$ cat src/rtl/io_uart_pkg.sv
// Shared definitions for the IO-page UART: status bit positions, FSM encodings,
// and the bit-period helper.
package io_uart_pkg;

  localparam int unsigned CntlRxv  = 0;
  localparam int unsigned CntlTxf  = 1;
  localparam int unsigned CntlTxo  = 2;
  localparam int unsigned CntlRxo  = 3;
  localparam int unsigned CntlFrm  = 4;
  localparam int unsigned CntlBusy = 9;

  typedef enum logic [1:0] {TxIdle, TxStart, TxData, TxStop} tx_state_e;

  typedef enum logic [2:0] {RxIdle, RxStart, RxData, RxStop, RxWait} rx_state_e;

  function automatic int unsigned clks_per_bit(input int unsigned clk_hz,
                                               input int unsigned baud);
    return clk_hz / baud;
  endfunction

endpackage

$ cat src/rtl/io_sync_fifo.sv
// Synchronous first-word-fall-through FIFO; a pop on empty is ignored and a push
// on full is accepted only when a pop frees a slot in the same cycle.
module io_sync_fifo #(
  parameter int unsigned WIDTH = 8,
  parameter int unsigned DEPTH = 16
) (
  input  logic             i_clk,
  input  logic             i_rst,
  input  logic             i_push,
  input  logic             i_pop,
  input  logic [WIDTH-1:0] i_wdata,
  output logic [WIDTH-1:0] o_head,
  output logic             o_full,
  output logic             o_empty
);

  localparam int unsigned AW = $clog2(DEPTH);

  logic [AW:0]      wptr_q, wptr_d, rptr_q, rptr_d;
  logic [WIDTH-1:0] mem_q [DEPTH];
  logic             do_push, do_pop;

  assign o_empty = (wptr_q == rptr_q);
  assign o_full  = (wptr_q[AW] != rptr_q[AW]) && (wptr_q[AW-1:0] == rptr_q[AW-1:0]);
  assign do_pop  = i_pop & ~o_empty;
  assign do_push = i_push & (~o_full | do_pop);
  assign o_head  = mem_q[rptr_q[AW-1:0]];

  always_comb begin
    wptr_d = wptr_q + {{AW{1'b0}}, do_push};
    rptr_d = rptr_q + {{AW{1'b0}}, do_pop};
  end

  always_ff @(posedge i_clk) begin
    if (i_rst) begin
      wptr_q <= '0;
      rptr_q <= '0;
    end else begin
      wptr_q <= wptr_d;
      rptr_q <= rptr_d;
    end
  end

  always_ff @(posedge i_clk) begin
    if (do_push) mem_q[wptr_q[AW-1:0]] <= i_wdata;
  end

endmodule

$ cat src/rtl/io_uart_fifo.sv
// Memory-mapped UART with TX/RX FIFOs, sticky W1C error flags and an
// RX-available interrupt.
module io_uart_fifo
  import io_uart_pkg::*;
#(
  parameter int unsigned CLK_FREQ_HZ = 25000000,
  parameter int unsigned BAUD_RATE   = 115200,
  parameter int unsigned TX_DEPTH    = 16,
  parameter int unsigned RX_DEPTH    = 16,
  parameter int unsigned DAT_BIT     = 1,
  parameter int unsigned CNTL_BIT    = 2
) (
  input  logic        i_clk,
  input  logic        i_rst,
  input  logic        i_sel,
  input  logic [29:0] i_wordaddr,
  input  logic        i_wstrb,
  input  logic        i_rstrb,
  input  logic [31:0] i_wdata,
  output logic [31:0] o_rdata,
  input  logic        i_rx,
  output logic        o_tx,
  output logic        o_irq
);

  localparam int unsigned CPB = clks_per_bit(CLK_FREQ_HZ, BAUD_RATE);
  localparam int unsigned CW  = $clog2(CPB);
  localparam logic [CW-1:0] BitEnd  = CW'(CPB - 1);
  localparam logic [CW-1:0] HalfEnd = CW'(CPB / 2 - 1);

  logic       dat_sel, cntl_sel, tx_busy;
  logic       tx_push, tx_pop, tx_full, tx_empty;
  logic       rx_push, rx_pop, rx_full, rx_empty;
  logic [7:0] tx_head, rx_head;
  logic       frm_set, unused_bits;

  tx_state_e  tx_state_q, tx_state_d;
  logic [CW-1:0] tx_cnt_q, tx_cnt_d;
  logic [2:0] tx_bit_q, tx_bit_d;
  logic [7:0] tx_shift_q, tx_shift_d;
  logic       tx_q, tx_d;

  rx_state_e  rx_state_q, rx_state_d;
  logic [CW-1:0] rx_cnt_q, rx_cnt_d;
  logic [2:0] rx_bit_q, rx_bit_d;
  logic [7:0] rx_shift_q, rx_shift_d;
  logic       rx_s1_q, rx_s2_q, rx_s3_q;

  logic       txo_q, txo_d, rxo_q, rxo_d, frm_q, frm_d, irq_q, irq_d;

  assign dat_sel     = i_sel & i_wordaddr[DAT_BIT];
  assign cntl_sel    = i_sel & i_wordaddr[CNTL_BIT];
  assign tx_push     = dat_sel & i_wstrb;
  assign rx_pop      = dat_sel & i_rstrb;
  assign tx_busy     = ~tx_empty | (tx_state_q != TxIdle);
  assign unused_bits = ^{i_wordaddr, i_wdata[31:8]};
  assign o_tx        = tx_q;
  assign o_irq       = irq_q;

  io_sync_fifo #(.WIDTH(8), .DEPTH(TX_DEPTH)) u_tx_fifo (
    .i_clk   (i_clk),
    .i_rst   (i_rst),
    .i_push  (tx_push),
    .i_pop   (tx_pop),
    .i_wdata (i_wdata[7:0]),
    .o_head  (tx_head),
    .o_full  (tx_full),
    .o_empty (tx_empty)
  );

  io_sync_fifo #(.WIDTH(8), .DEPTH(RX_DEPTH)) u_rx_fifo (
    .i_clk   (i_clk),
    .i_rst   (i_rst),
    .i_push  (rx_push),
    .i_pop   (rx_pop),
    .i_wdata (rx_shift_q),
    .o_head  (rx_head),
    .o_full  (rx_full),
    .o_empty (rx_empty)
  );

  always_comb begin
    tx_state_d = tx_state_q;
    tx_cnt_d   = tx_cnt_q + 1'b1;
    tx_bit_d   = tx_bit_q;
    tx_shift_d = tx_shift_q;
    tx_d       = tx_q;
    tx_pop     = 1'b0;
    unique case (tx_state_q)
      TxIdle: begin
        tx_cnt_d = '0;
        if (!tx_empty) begin
          tx_pop     = 1'b1;
          tx_state_d = TxStart;
          tx_shift_d = tx_head;
          tx_d       = 1'b0;
        end
      end
      TxStart: if (tx_cnt_q == BitEnd) begin
        tx_state_d = TxData;
        tx_cnt_d   = '0;
        tx_bit_d   = '0;
        tx_d       = tx_shift_q[0];
        tx_shift_d = tx_shift_q >> 1;
      end
      TxData: if (tx_cnt_q == BitEnd) begin
        tx_cnt_d = '0;
        if (tx_bit_q == 3'd7) begin
          tx_state_d = TxStop;
          tx_d       = 1'b1;
        end else begin
          tx_bit_d   = tx_bit_q + 1'b1;
          tx_d       = tx_shift_q[0];
          tx_shift_d = tx_shift_q >> 1;
        end
      end
      TxStop: if (tx_cnt_q == BitEnd) tx_state_d = TxIdle;
      default: tx_state_d = TxIdle;
    endcase
  end

  always_comb begin
    rx_state_d = rx_state_q;
    rx_cnt_d   = rx_cnt_q + 1'b1;
    rx_bit_d   = rx_bit_q;
    rx_shift_d = rx_shift_q;
    rx_push    = 1'b0;
    frm_set    = 1'b0;
    unique case (rx_state_q)
      RxIdle: begin
        rx_cnt_d = '0;
        if (rx_s3_q && !rx_s2_q) rx_state_d = RxStart;
      end
      RxStart: if (rx_cnt_q == HalfEnd) begin
        // Line back high at mid-start means a glitch, not a frame.
        rx_state_d = rx_s2_q ? RxIdle : RxData;
        rx_cnt_d   = '0;
        rx_bit_d   = '0;
      end
      RxData: if (rx_cnt_q == BitEnd) begin
        rx_cnt_d   = '0;
        rx_shift_d = {rx_s2_q, rx_shift_q[7:1]};
        if (rx_bit_q == 3'd7) rx_state_d = RxStop;
        else rx_bit_d = rx_bit_q + 1'b1;
      end
      RxStop: if (rx_cnt_q == BitEnd) begin
        if (rx_s2_q) begin
          rx_push    = 1'b1;
          rx_state_d = RxIdle;
        end else begin
          frm_set    = 1'b1;
          rx_state_d = RxWait;
        end
      end
      RxWait: if (rx_s2_q) rx_state_d = RxIdle;
      default: rx_state_d = RxIdle;
    endcase
  end

  // Set beats clear when both land in the same cycle.
  always_comb begin
    txo_d = (txo_q & ~(cntl_sel & i_wstrb & i_wdata[CntlTxo])) |
            (tx_push & tx_full & ~tx_pop);
    rxo_d = (rxo_q & ~(cntl_sel & i_wstrb & i_wdata[CntlRxo])) |
            (rx_push & rx_full & ~rx_pop);
    frm_d = (frm_q & ~(cntl_sel & i_wstrb & i_wdata[CntlFrm])) | frm_set;
    irq_d = ~rx_empty;
  end

  always_comb begin
    o_rdata = '0;
    if (dat_sel) begin
      if (!rx_empty) o_rdata = {23'b0, 1'b1, rx_head};
    end else if (cntl_sel) begin
      o_rdata[CntlBusy] = tx_busy;
      o_rdata[CntlFrm]  = frm_q;
      o_rdata[CntlRxo]  = rxo_q;
      o_rdata[CntlTxo]  = txo_q;
      o_rdata[CntlTxf]  = tx_full;
      o_rdata[CntlRxv]  = ~rx_empty;
    end
  end

  always_ff @(posedge i_clk) begin
    if (i_rst) begin
      tx_state_q <= TxIdle;
      tx_cnt_q   <= '0;
      tx_bit_q   <= '0;
      tx_shift_q <= '0;
      tx_q       <= 1'b1;
      rx_state_q <= RxIdle;
      rx_cnt_q   <= '0;
      rx_bit_q   <= '0;
      rx_shift_q <= '0;
      rx_s1_q    <= 1'b1;
      rx_s2_q    <= 1'b1;
      rx_s3_q    <= 1'b1;
      txo_q      <= 1'b0;
      rxo_q      <= 1'b0;
      frm_q      <= 1'b0;
      irq_q      <= 1'b0;
    end else begin
      tx_state_q <= tx_state_d;
      tx_cnt_q   <= tx_cnt_d;
      tx_bit_q   <= tx_bit_d;
      tx_shift_q <= tx_shift_d;
      tx_q       <= tx_d;
      rx_state_q <= rx_state_d;
      rx_cnt_q   <= rx_cnt_d;
      rx_bit_q   <= rx_bit_d;
      rx_shift_q <= rx_shift_d;
      rx_s1_q    <= i_rx;
      rx_s2_q    <= rx_s1_q;
      rx_s3_q    <= rx_s2_q;
      txo_q      <= txo_d;
      rxo_q      <= rxo_d;
      frm_q      <= frm_d;
      irq_q      <= irq_d;
    end
  end

endmodule

$ cat config.mk
export PLATFORM = sky130hd
export DESIGN_NAME = io_uart_fifo
export DESIGN_NICKNAME = d
export VERILOG_FILES = /design/src/rtl/io_uart_pkg.sv /design/src/rtl/io_sync_fifo.sv /design/src/rtl/io_uart_fifo.sv
export SDC_FILE = /design/constraint.sdc
export NUM_CORES = 1
export LEC_CHECK = 0
export CAP_MARGIN = 20
export CORE_MARGIN = 5
export CORE_UTILIZATION = 35
export CTS_CLUSTER_DIAMETER = 150
export CTS_CLUSTER_SIZE = 10
export DETAILED_ROUTE_END_ITERATION = 6
export HOLD_SLACK_MARGIN = 0.06
export PLACE_DENSITY = 0.52
export SYNTH_ARGS = -nofsm -noshare
export SYNTH_HDL_FRONTEND = slang
export SYNTH_HIERARCHICAL = 1
export SYNTH_SLANG_ARGS = --single-unit
$ cat constraint.sdc
create_clock -name i_clk -period 2.9 [get_ports i_clk]
set_clock_uncertainty 0.05 [all_clocks]
set_input_delay 0.58 -clock i_clk [delete_from_list [all_inputs] [get_ports i_clk]]
set_output_delay 0.58 -clock i_clk [all_outputs]
set_load 0.01 [all_outputs]
**Word-level counts from Yosys, hierarchy flattened**

Memories as Yosys holds them, arrays and structs flattened. A register that Yosys moved wholly into a read port is not among the register bits.
Cells that the tools add are included.
W data, S select, Z words.

- Flip-flop bits (word level): 71
- Latch bits: 0
- Memory bits (writable): 256
- ROM bits: 0
- Input port bits: 68
- Output and inout port bits: 34
- Logic and storage cells: 172
- Memories: 2

Memories:

| memory | depth | width | rd ports | clocked after memory_dff | wr ports | RTL line | RTL |
|---|---|---|---|---|---|---|---|
| u_rx_fifo.mem_q | 16 | 8 | 1 | 1 | 1 | io_sync_fifo.sv:20 | `logic [WIDTH-1:0] mem_q [DEPTH];` |
| u_tx_fifo.mem_q | 16 | 8 | 1 | 1 | 1 | io_sync_fifo.sv:20 |  |

- $add $sub $neg: 8
- Multiply operators: 0
- Divide/modulo/power cells: 0
- $lt $le $gt $ge: 0
- Equal/unequal tests: 31
- Shifts and indexed selects: 0
- Mux-type cells: 59
- Bitwise operators: 34
- Reduce and logical (&&, ||, !) cells: 18

Operators by type and width:

| cell | number |
|---|---|
| $mux W8 | 7 |
| $pmux W8 S3 | 2 |
| $mux W3 | 13 |
| $ne A2 B2 Y1 const B | 13 |
| $mux W22 | 1 |
| $add A5 B1 Y5 | 4 |
| $and A1 B1 Y1 | 19 |
| $mux W1 | 18 |
| $add A8 B1 Y8 const B | 2 |
| $eq A8 B8 Y1 const B | 2 |
| $pmux W8 S2 | 1 |
| $pmux W3 S5 | 1 |
| $mux W2 | 6 |
| $mux W4 | 3 |
| $pmux W3 S2 | 2 |
| $reduce_and A4 Y1 | 3 |
| $eq A5 B5 Y1 | 2 |
| $mux W5 | 2 |
| $reduce_and A5 Y1 | 2 |
| $eq A3 B3 Y1 const B | 3 |
| $mux W9 | 1 |
| $not A1 Y1 | 9 |
| $eq A4 B4 Y1 | 2 |
| $eq A8 B7 Y1 const B | 1 |
| other kinds (18) | 31 |

**Depth between registers and ports, before layout**

Gate-level depths: netlist of run 1.

- Word-level depth: 8
- Depth in mapped cells: 12
- Gate-level depth less buffers: 11

**Cells and area by module**

Netlist of run 1, hierarchy kept.

By module, submodules not included:

| module | instances | cells an instance | area each (µm²) | seq. area each (µm²) |
|---|---|---|---|---|
| io_sync_fifo at u_tx_fifo | 1 | 297 | 5674.2 | 4043.9 |
| io_sync_fifo at u_rx_fifo | 1 | 290 | 5622.9 | 4043.9 |
| io_uart_fifo | 1 | 323 | 2792.7 | 1021.0 |

**Worst setup path before layout of run 1**

Ideal clock, no wire load.

- Kind: reg-to-reg
- Start point: register rx_state_q[0]
- End point: memory u_rx_fifo.mem_q[6][0] (enable)
- Library setup time: 0.398 ns
- Arrival time: 2.350 ns
- Data required time: 2.452 ns
- Path slack: 0.102 ns
- Cell stages (with the launch flop): 7
- Buffers on the path: 2
- Clock period less this slack: 2.798 ns
- Cell sequence: dfxtp_1 > clkbuf_1 > nor3b_1 > and3_1 > nand2b_1 > buf_1 > nor4b_1

- Word-level cells in the longest chain between the ends: 5

Ends and longest elaborated chain:

| element | RTL line | RTL |
|---|---|---|
| start: declaration | io_uart_fifo.sv:43 | `rx_state_e rx_state_q, rx_state_d;` |
| start signal: assignment | io_uart_fifo.sv:191 | `rx_state_q <= RxIdle;` |
| start signal: assignment | io_uart_fifo.sv:208 | `rx_state_q <= rx_state_d;` |
| $eq A3 B2 Y1 | io_uart_fifo.sv:129 | `unique case (rx_state_q)` |
| $mux W1 | io_uart_fifo.sv:129 |  |
| net rx_push | io_uart_fifo.sv:33 | `logic rx_push, rx_pop, rx_full, rx_empty;` |
| $and A1 B1 Y1 | io_sync_fifo.sv:26 | `assign do_push = i_push & (~o_full \| do_pop);` |
| $mux W1 | io_sync_fifo.sv:45 | `if (do_push) mem_q[wptr_q[AW-1:0]] <= i_wdata;` |
| $mux W1 (implied by the code) | io_sync_fifo.sv:45 |  |
| end: declaration | io_sync_fifo.sv:20 |  |

The timed path passes the listed nets, and every way through them passes these cells.

**Worst setup path in the final report of run 1**

- Start point: register u_rx_fifo.rptr_q[0]
- End point: output port o_rdata[1]

- Word-level cells in the longest chain between the ends: 3

Ends and longest elaborated chain:

| element | RTL line | RTL |
|---|---|---|
| start: declaration | io_sync_fifo.sv:19 | `logic [AW:0] wptr_q, wptr_d, rptr_q, rptr_d;` |
| start signal: assignment | io_sync_fifo.sv:40 | `rptr_q <= rptr_d;` |
| $eq A5 B5 Y1 | io_sync_fifo.sv:23 | `assign o_empty = (wptr_q == rptr_q);` |
| $mux W9 | io_uart_fifo.sv:173 | `if (!rx_empty) o_rdata = {23'b0, 1'b1, rx_head};` |
| $mux W5 | io_uart_fifo.sv:172 | `if (dat_sel) begin` |
| end: declaration | io_uart_fifo.sv:20 | `output logic [31:0] o_rdata,` |

No other way between the ends.

==> results.py, run 1 <==
metrics = {
    "routing": {
        "ant_nets": 0,
        "dr.pass1.iters": 4,
        "drt_iter0_markers": 469,
        "dr_total_vias": 7724,
        "wirelength_mm": 29.8,
        "drt-met1-wl_mm": 14.3,
        "met3_length_mm": 1.48,
        "wire_per_inst_um": 19.3,
        "wl_met2_mm": 13.5,
        "viasPerCell": 5.00,
        "highest_layer": "met4",
        "drcViolationCount": 0,
    },
    "synth": {
        "yosysWarnings": 6,
        "ys_seq_area_share_pct": 64.6,
        "syn_avg_cell_area_um2": 15.5,
        "syn_inst": 910,
        "synth_flop_cell": "edfxtp_1",
        "synth_cell_types": 64,
        "netlist_area_um2": 14100,
        "synth-seq-cells": 327,
        "synth_async_sr_flop_share_pct": 0,
        "synth_edf_count": 256,
    },
    "floorplanning": {
        "die_x_um": 211,
        "die_h_um": 211,
        "io_pins": 102,
        "start_util_pct": 35.4,
        "num_rows": 73,
        "dieArea_um2": 44400,
        "core-area_um2": 39800,
    },
    "sta": {
        "tightest_slew_ps": 751,
        "setup_violations": 7,
        "finalWorstSetupSlack_ps": -158,
        "period_minus_slack_ps": 3060,
        "period_share_pct": 105,
        "fmax_mhz": 327,
        "rsz0062_at_grt": "true",
        "relSlewSlack_pct": 49.9,
        "hold_viol_final": 0,
        "slew_violations": 0,
    },
    "clock_network": {
        "htreeDepth": 2,
        "root_buffer": "clkbuf_16",
        "clock_latency_ps": 540,
        "cts_max_path_buffers": 3,
        "post_cts_buffers": 0,
        "clock_sinks": 327,
        "cts_buffers": 38,
        "path_clk_slew_ps": 60,
        "cts_tree": "done",
        "hold_buffers": 0,
    },
    "setup_path": {
        "critPathKind": "register to primary output",
        "cp.required_ps": 2270,
        "cp_max_fo": 7,
        "r2r.worst_path.cells": 8,
        "reg2reg_from": "rx_cnt_q[0]$_SDFF_PP0_",
        "reg2reg_to": "u_rx_fifo/mem_q[9][5]$_DFFE_PP_",
        "regToRegSetupSlack_ps": 390,
        "crit_arrival_ps": 2430,
        "crit_path_end_kind": "primary output",
        "start_kind": "register",
    },
    "final_layout": {
        "multiInputGateArea_um2": 4610,
        "design_area_um2": 16400,
        "nFillCells": 3690,
        "area_growth_pct": 16.6,
        "num_antenna_cells": 0,
        "drive_above_1_share_pct": 23.0,
        "regArea_um2": 9120,
        "nets": 1097,
    },
    "pwr": {
        "p_leak_nw": 5.29,
        "p_per_area_nw_per_um2": 628,
        "total_power_w": 0.0103,
        "ir_drop_uv": 335,
    },
    "min_path": {
        "worstHoldStart": "i_rst",
        "hp-class": "input port to register",
        "holdPathStages": 2,
        "hold_end": "rx_bit_q[0]$_SDFFE_PP0P_",
    },
    "place": {
        "port-buffer-count": 27,
        "hpwl_mm": 19.4,
        "place_area_um2": 15300,
        "routabilityCongestion": 0.787,
    },
    "global_route": {
        "grt_antenna_before_repair": 0,
        "grt_remaining_overflow": 0,
        "grt_max_degree": 50,
        "grt_use_total_pct": 13.5,
        "grt_first_pass_wirelength_mm": 46.2,
        "grt_pass1_vias": 7560,
    },
    "job": {
        "maxCapViolCount": 0,
    },
    "run_status": {
        "status": "complete, but fails checks",
        "violations": "negative setup slack",
    },
}
[how the worst max path moves through the flow]
stage,start,to,cells after the start
3_3_place_gp,u_rx_fifo/rptr_q[0]$_SDFF_PP0_,o_rdata[4],9
5_1_grt,u_rx_fifo/rptr_q[0]$_SDFF_PP0_,o_rdata[3],8
3_5_place_dp,u_rx_fifo/rptr_q[0]$_SDFF_PP0_,o_rdata[3],10
2_1_floorplan,rx_state_q[0]$_SDFFE_PP0P_,u_rx_fifo/mem_q[6][0]$_DFFE_PP_,6
4_1_cts,u_rx_fifo/rptr_q[0]$_SDFF_PP0_,o_rdata[2],8
6_report,u_rx_fifo/rptr_q[0]$_SDFF_PP0_,o_rdata[1],8
[cell usage in the layout (no fill, tap or decap), types with 5 or more instances in the layout]
cell type,synthesis,final
inv_1,15,15
clkbuf_1,17,9
nor2b_1,24,24
and3_1,9,9
nor4_1,16,16
a21oi_1,16,15
nor3_1,10,10
buf_12,2,5
and2_1,5,5
nand2_1,18,18
a22oi_1,20,11
edfxtp_1,256,256
xnor2_1,17,17
clkbuf_16,0,39
mux2i_1,56,56
a32oi_1,16,16
mux4_2,40,43
a22oi_2,0,9
buf_2,7,8
nand4_1,8,8
clkdlybuf4s50_1,0,16
dfxtp_1,71,67
o21ai_1,25,22
nor2_1,57,55
mux2_2,7,7
conb_1,1,22
mux4_1,8,5
nand2b_1,8,8
nor4b_2,7,17
ha_1,21,21
xor2_1,17,17
nand3_1,22,22
buf_4,28,73
a31oi_1,7,7
[per-layer routing]
metal	vias up	GRT usage, %
met5	-	0
met4	0	3.49
met3	38	2.99
met2	134	20.3
met1	3864	19.9
li1	3688	-
[critical path, stage by stage (launching register included)]
cell and delay [ps]:
dfxtp_4 380, buf_12 140, buf_8 110, mux4_2 510, a32oi_1 160, o21ai_1 120
a22oi_1 220, nor2b_1 90, buf_2 150
[layout make-up]
cell class / count / area share, %
clock inverter: 3 / 0.206
timing repair buffer: 110 / 5.75
tap: 525 / 4.00
multi-input combinational: 516 / 28.1
clock buffer: 48 / 6.15
sequential: 327 / 55.5
inverter: 15 / 0.343
[registers in the layout (all words and copies together) (netlist names), 2 cells and up]
name,cells
rx_shift_q,8
tx_state_q,2
tx_bit_q,3
tx_cnt_q,8
u_rx_fifo/mem_q,128
rx_cnt_q,8
tx_shift_q,8
u_rx_fifo/wptr_q,5
rx_state_q,3
u_tx_fifo/rptr_q,5
u_tx_fifo/mem_q,128
u_rx_fifo/rptr_q,5
u_tx_fifo/wptr_q,5
rx_bit_q,3
[power breakdown]
part / switching, W / internal, W
Combinational: 0.000547 / 0.000380
Sequential: 0.0000753 / 0.00512
Clock: 0.00176 / 0.00243
Total: 0.00239 / 0.00793
[synth_stat cells (all sizes together) (4+ instances only)]
library cell,instances,area (µm²)
edfxtp,256,7690
dfxtp,71,1420
nor2,57,214
mux2i,56,561
buf,54,462
mux4,48,1110
o21ai,27,135
nor2b,24,150
nand3,22,110
ha,21,263
a22oi,20,150
clkbuf,19,73.8
nand2,18,67.6
nor4b,17,193
xnor2,17,149
xor2,17,149
a21oi,16,80.1
a32oi,16,140
nor4,16,100
inv,15,56.3
nor3,13,98.9
nand4,10,75.1
and3,9,56.3
nand2b,8,50.1
a31oi,7,43.8
and2,7,46.3
mux2,7,78.8
nand4b,4,41.3
or2,4,25.0
or3b,4,37.5
[through the flow]
| step | setup TNS [ps] | utilization (%) | cells | hold WS, ps | worst slack (ps) |
|---|---|---|---|---|---|
| floorplan | 0 | - | 931 | 333 | 102 |
| global placement | -131 | 38.5 | 1496 | 341 | -61.3 |
| detailed placement | -191 | 38.5 | 1496 | 343 | -66.9 |
| CTS | -1200 | 41.2 | 1544 | 231 | -220 |
| global route | -1580 | 41.3 | 1544 | 255 | -250 |
| finish | -642 | 41.3 | 1544 | 265 | -158 |
[logic make-up (layout without fill, tap and decap cells)]
kind of cell               after synthesis  count (layout)  synth area share (%)
other                                    1              22                0.0266
muxes                                  111             111                  12.4
and+or+nand+nor                        226             226                  9.80
AOI/OAI and AO/OA                      102             102                  4.92
adders and majority gates               21              21                  1.86
DFF                                    327             327                  64.6
buffers and inverters                   88             176                  4.20
xor gates and xnor gates                34              34                  2.11
[what timing repair did]
item                       CTS  global route
hold endpoints to repair     0             0
pin swaps                   11             9
resized for setup           58             6
setup endpoints to repair   10             8
No activity file was read; power rests on OpenSTA's default activity.
==> run 2: changes to the inputs <==
- CORE_MARGIN: 5 -> 1.5
- CTS_CLUSTER_DIAMETER: 150 -> not set
==> run 2 against run 1 <==
Effect of this change:
- the run still ends with negative setup slack left
- setup slack worse by 22 ps
- combinational power up 0.8%
- total power is 1.4% higher
- register-to-register slack worse by 20 ps
- first-iteration DRC count increased by 14%
- critical path depth did not move
- global-route usage is 1.1 points higher
==> results.py, run 2 (synthesis results as in run 1) <==
metrics = {
    "clock_network": {
        "path_clk_slew_ps": 60,
        "clock_latency_ps": 560,
        "clock_sinks": 327,
        "cts_max_path_buffers": 3,
        "root_buffer": "clkbuf_16",
        "hold_buffers": 0,
        "cts_buffers": 39,
        "htreeDepth": 2,
        "cts_tree": "done",
    },
    "pwr": {
        "ir_drop_uv": 510,
        "p_leak_nw": 5.36,
        "p_per_area_nw_per_um2": 630,
        "total_power_w": 0.0105,
    },
    "sta": {
        "fmax_mhz": 325,
        "hold_viol_final": 0,
        "slew_violations": 0,
        "rsz0062_at_grt": "true",
        "tightest_slew_ps": 761,
        "period_minus_slack_ps": 3080,
        "setup_violations": 8,
        "finalWorstSetupSlack_ps": -180,
        "period_share_pct": 106,
        "relSlewSlack_pct": 49.3,
    },
    "floorplanning": {
        "num_rows": 73,
        "dieArea_um2": 41500,
        "core-area_um2": 39700,
        "die_x_um": 204,
        "io_pins": 102,
        "start_util_pct": 35.5,
        "die_h_um": 204,
    },
    "place": {
        "place_area_um2": 15300,
        "routabilityCongestion": 0.751,
        "numPlacedInstances": 1487,
        "hpwl_mm": 19.3,
        "port-buffer-count": 27,
    },
    "setup_path": {
        "reg2reg_from": "rx_cnt_q[0]$_SDFF_PP0_",
        "critPathKind": "register to primary output",
        "startpoint": "u_rx_fifo/rptr_q[0]$_SDFF_PP0_",
        "cp.required_ps": 2270,
        "cp_max_fo": 5,
        "cpPeakStageDelay_ps": 520,
        "crit_path_frequent_cell": "buf_6",
        "crit_path_end_kind": "primary output",
        "cp_cell_sequence": "buf_6 -> buf_6 -> mux4_2 -> a32oi_1 -> o21ai_1 -> a22oi_2 -> nor2b_1 -> buf_2",
        "start_kind": "register",
        "crit_path_top_delay_cell": "mux4_2",
        "crit_arrival_ps": 2450,
    },
    "global_route": {
        "grt_remaining_overflow": 0,
        "grt_first_pass_wirelength_mm": 46.2,
        "grt_max_degree": 43,
        "grt_use_total_pct": 14.6,
        "grt_pass1_vias": 7794,
        "grt_antenna_before_repair": 0,
    },
    "routing": {
        "wire_per_inst_um": 19.0,
        "drt_iter0_markers": 535,
        "wirelength_mm": 29.6,
        "ant_nets": 0,
        "drcViolationCount": 0,
        "dr_total_vias": 7848,
        "dr.pass1.iters": 5,
        "viasPerCell": 5.04,
    },
    "final_layout": {
        "final_common_cell": "edfxtp_1",
        "layout_common_cells": "256 x edfxtp_1, 74 x buf_4, 66 x dfxtp_1, 56 x mux2i_1, 55 x nor2_1",
        "design_area_um2": 16600,
        "multiInputGateArea_um2": 4620,
        "final_cells": 1557,
        "regArea_um2": 9120,
        "num_antenna_cells": 0,
        "nets": 1103,
        "nFillCells": 3633,
        "final_util_pct": 41.7,
        "area_growth_pct": 17.7,
        "drive_above_1_share_pct": 23.4,
    },
    "job": {
        "maxCapViolCount": 0,
    },
    "run_status": {
        "status": "complete, but fails checks",
        "violations": "negative setup slack",
    },
    "min_path": {
        "worstHoldStart": "rx_s1_q$_SDFF_PP1_",
        "hp-class": "register to register",
    },
}
-- run 2: path summary, 6_finish.rpt --
kind / to / slack, ps / cells after the start
max: o_rdata[4] / -180 / 8
min: rx_s2_q$_SDFF_PP1_ / 390 / 1
max reg2reg: u_rx_fifo/mem_q[14][7]$_DFFE_PP_ / 370 / 8
min reg2reg: rx_s2_q$_SDFF_PP1_ / 390 / 1
-- run 2: routing by layer --
| layer | GRT usage [%] | vias to the layer above | wire, µm |
|---|---|---|---|
| li1 | - | 3709 | - |
| met4 | 4.63 | 0 | 712 |
| met5 | 0 | - | 0 |
| met2 | 22.2 | 145 | 13400 |
| met1 | 20.9 | 3940 | 14300 |
| met3 | 2.92 | 54 | 1220 |
-- run 2: critical path: cells and delay by family (launching register included) --
| kind | cells | cell delay (ps) |
|---|---|---|
| AO/OA/AOI/OAI | 3 | 530 |
| buffers and inverters | 3 | 370 |
| flip-flops | 1 | 410 |
| multiplexers | 1 | 520 |
| AND/OR/NAND/NOR | 1 | 70 |
-- run 2: timing repair --
| action | 4_1_cts | 5_1_grt |
|---|---|---|
| setup buffers | 5 | 5 |
| pin swaps | 17 | 8 |
| resized for setup | 50 | 13 |
| gates cloned | 1 | 0 |
| setup endpoints to repair | 10 | 10 |
-- run 2: final cells by class --
class | instances | area share, %
flip-flops and latches | 327 | 55.0
clock inverters | 4 | 0.385
inverters | 15 | 0.339
clock buffers | 55 | 6.31
repair buffers | 115 | 6.19
well taps | 525 | 3.96
multi-input cells | 516 | 27.8
-- run 2: where the power goes --
group	switching [W]	total [W]	internal [W]	leakage (nW)
clock	0.00183	0.00433	0.00250	0.532
combinational	0.000553	0.000934	0.000381	1.91
sequential	0.0000751	0.00519	0.00512	2.91
total	0.00245	0.0105	0.00800	5.36
-- run 2: per-stage QoR --
| stage | TNS, ps | worst slack (ps) | hold WS (ps) |
|---|---|---|---|
| 2_1_floorplan | 0 | 102 | 333 |
| 3_3_place_gp | -99.7 | -25.0 | 391 |
| 3_5_place_dp | -141 | -45.0 | 390 |
| 4_1_cts | -1520 | -219 | 372 |
| 5_1_grt | -1520 | -297 | 406 |
| 6_report | -731 | -180 | 386 |
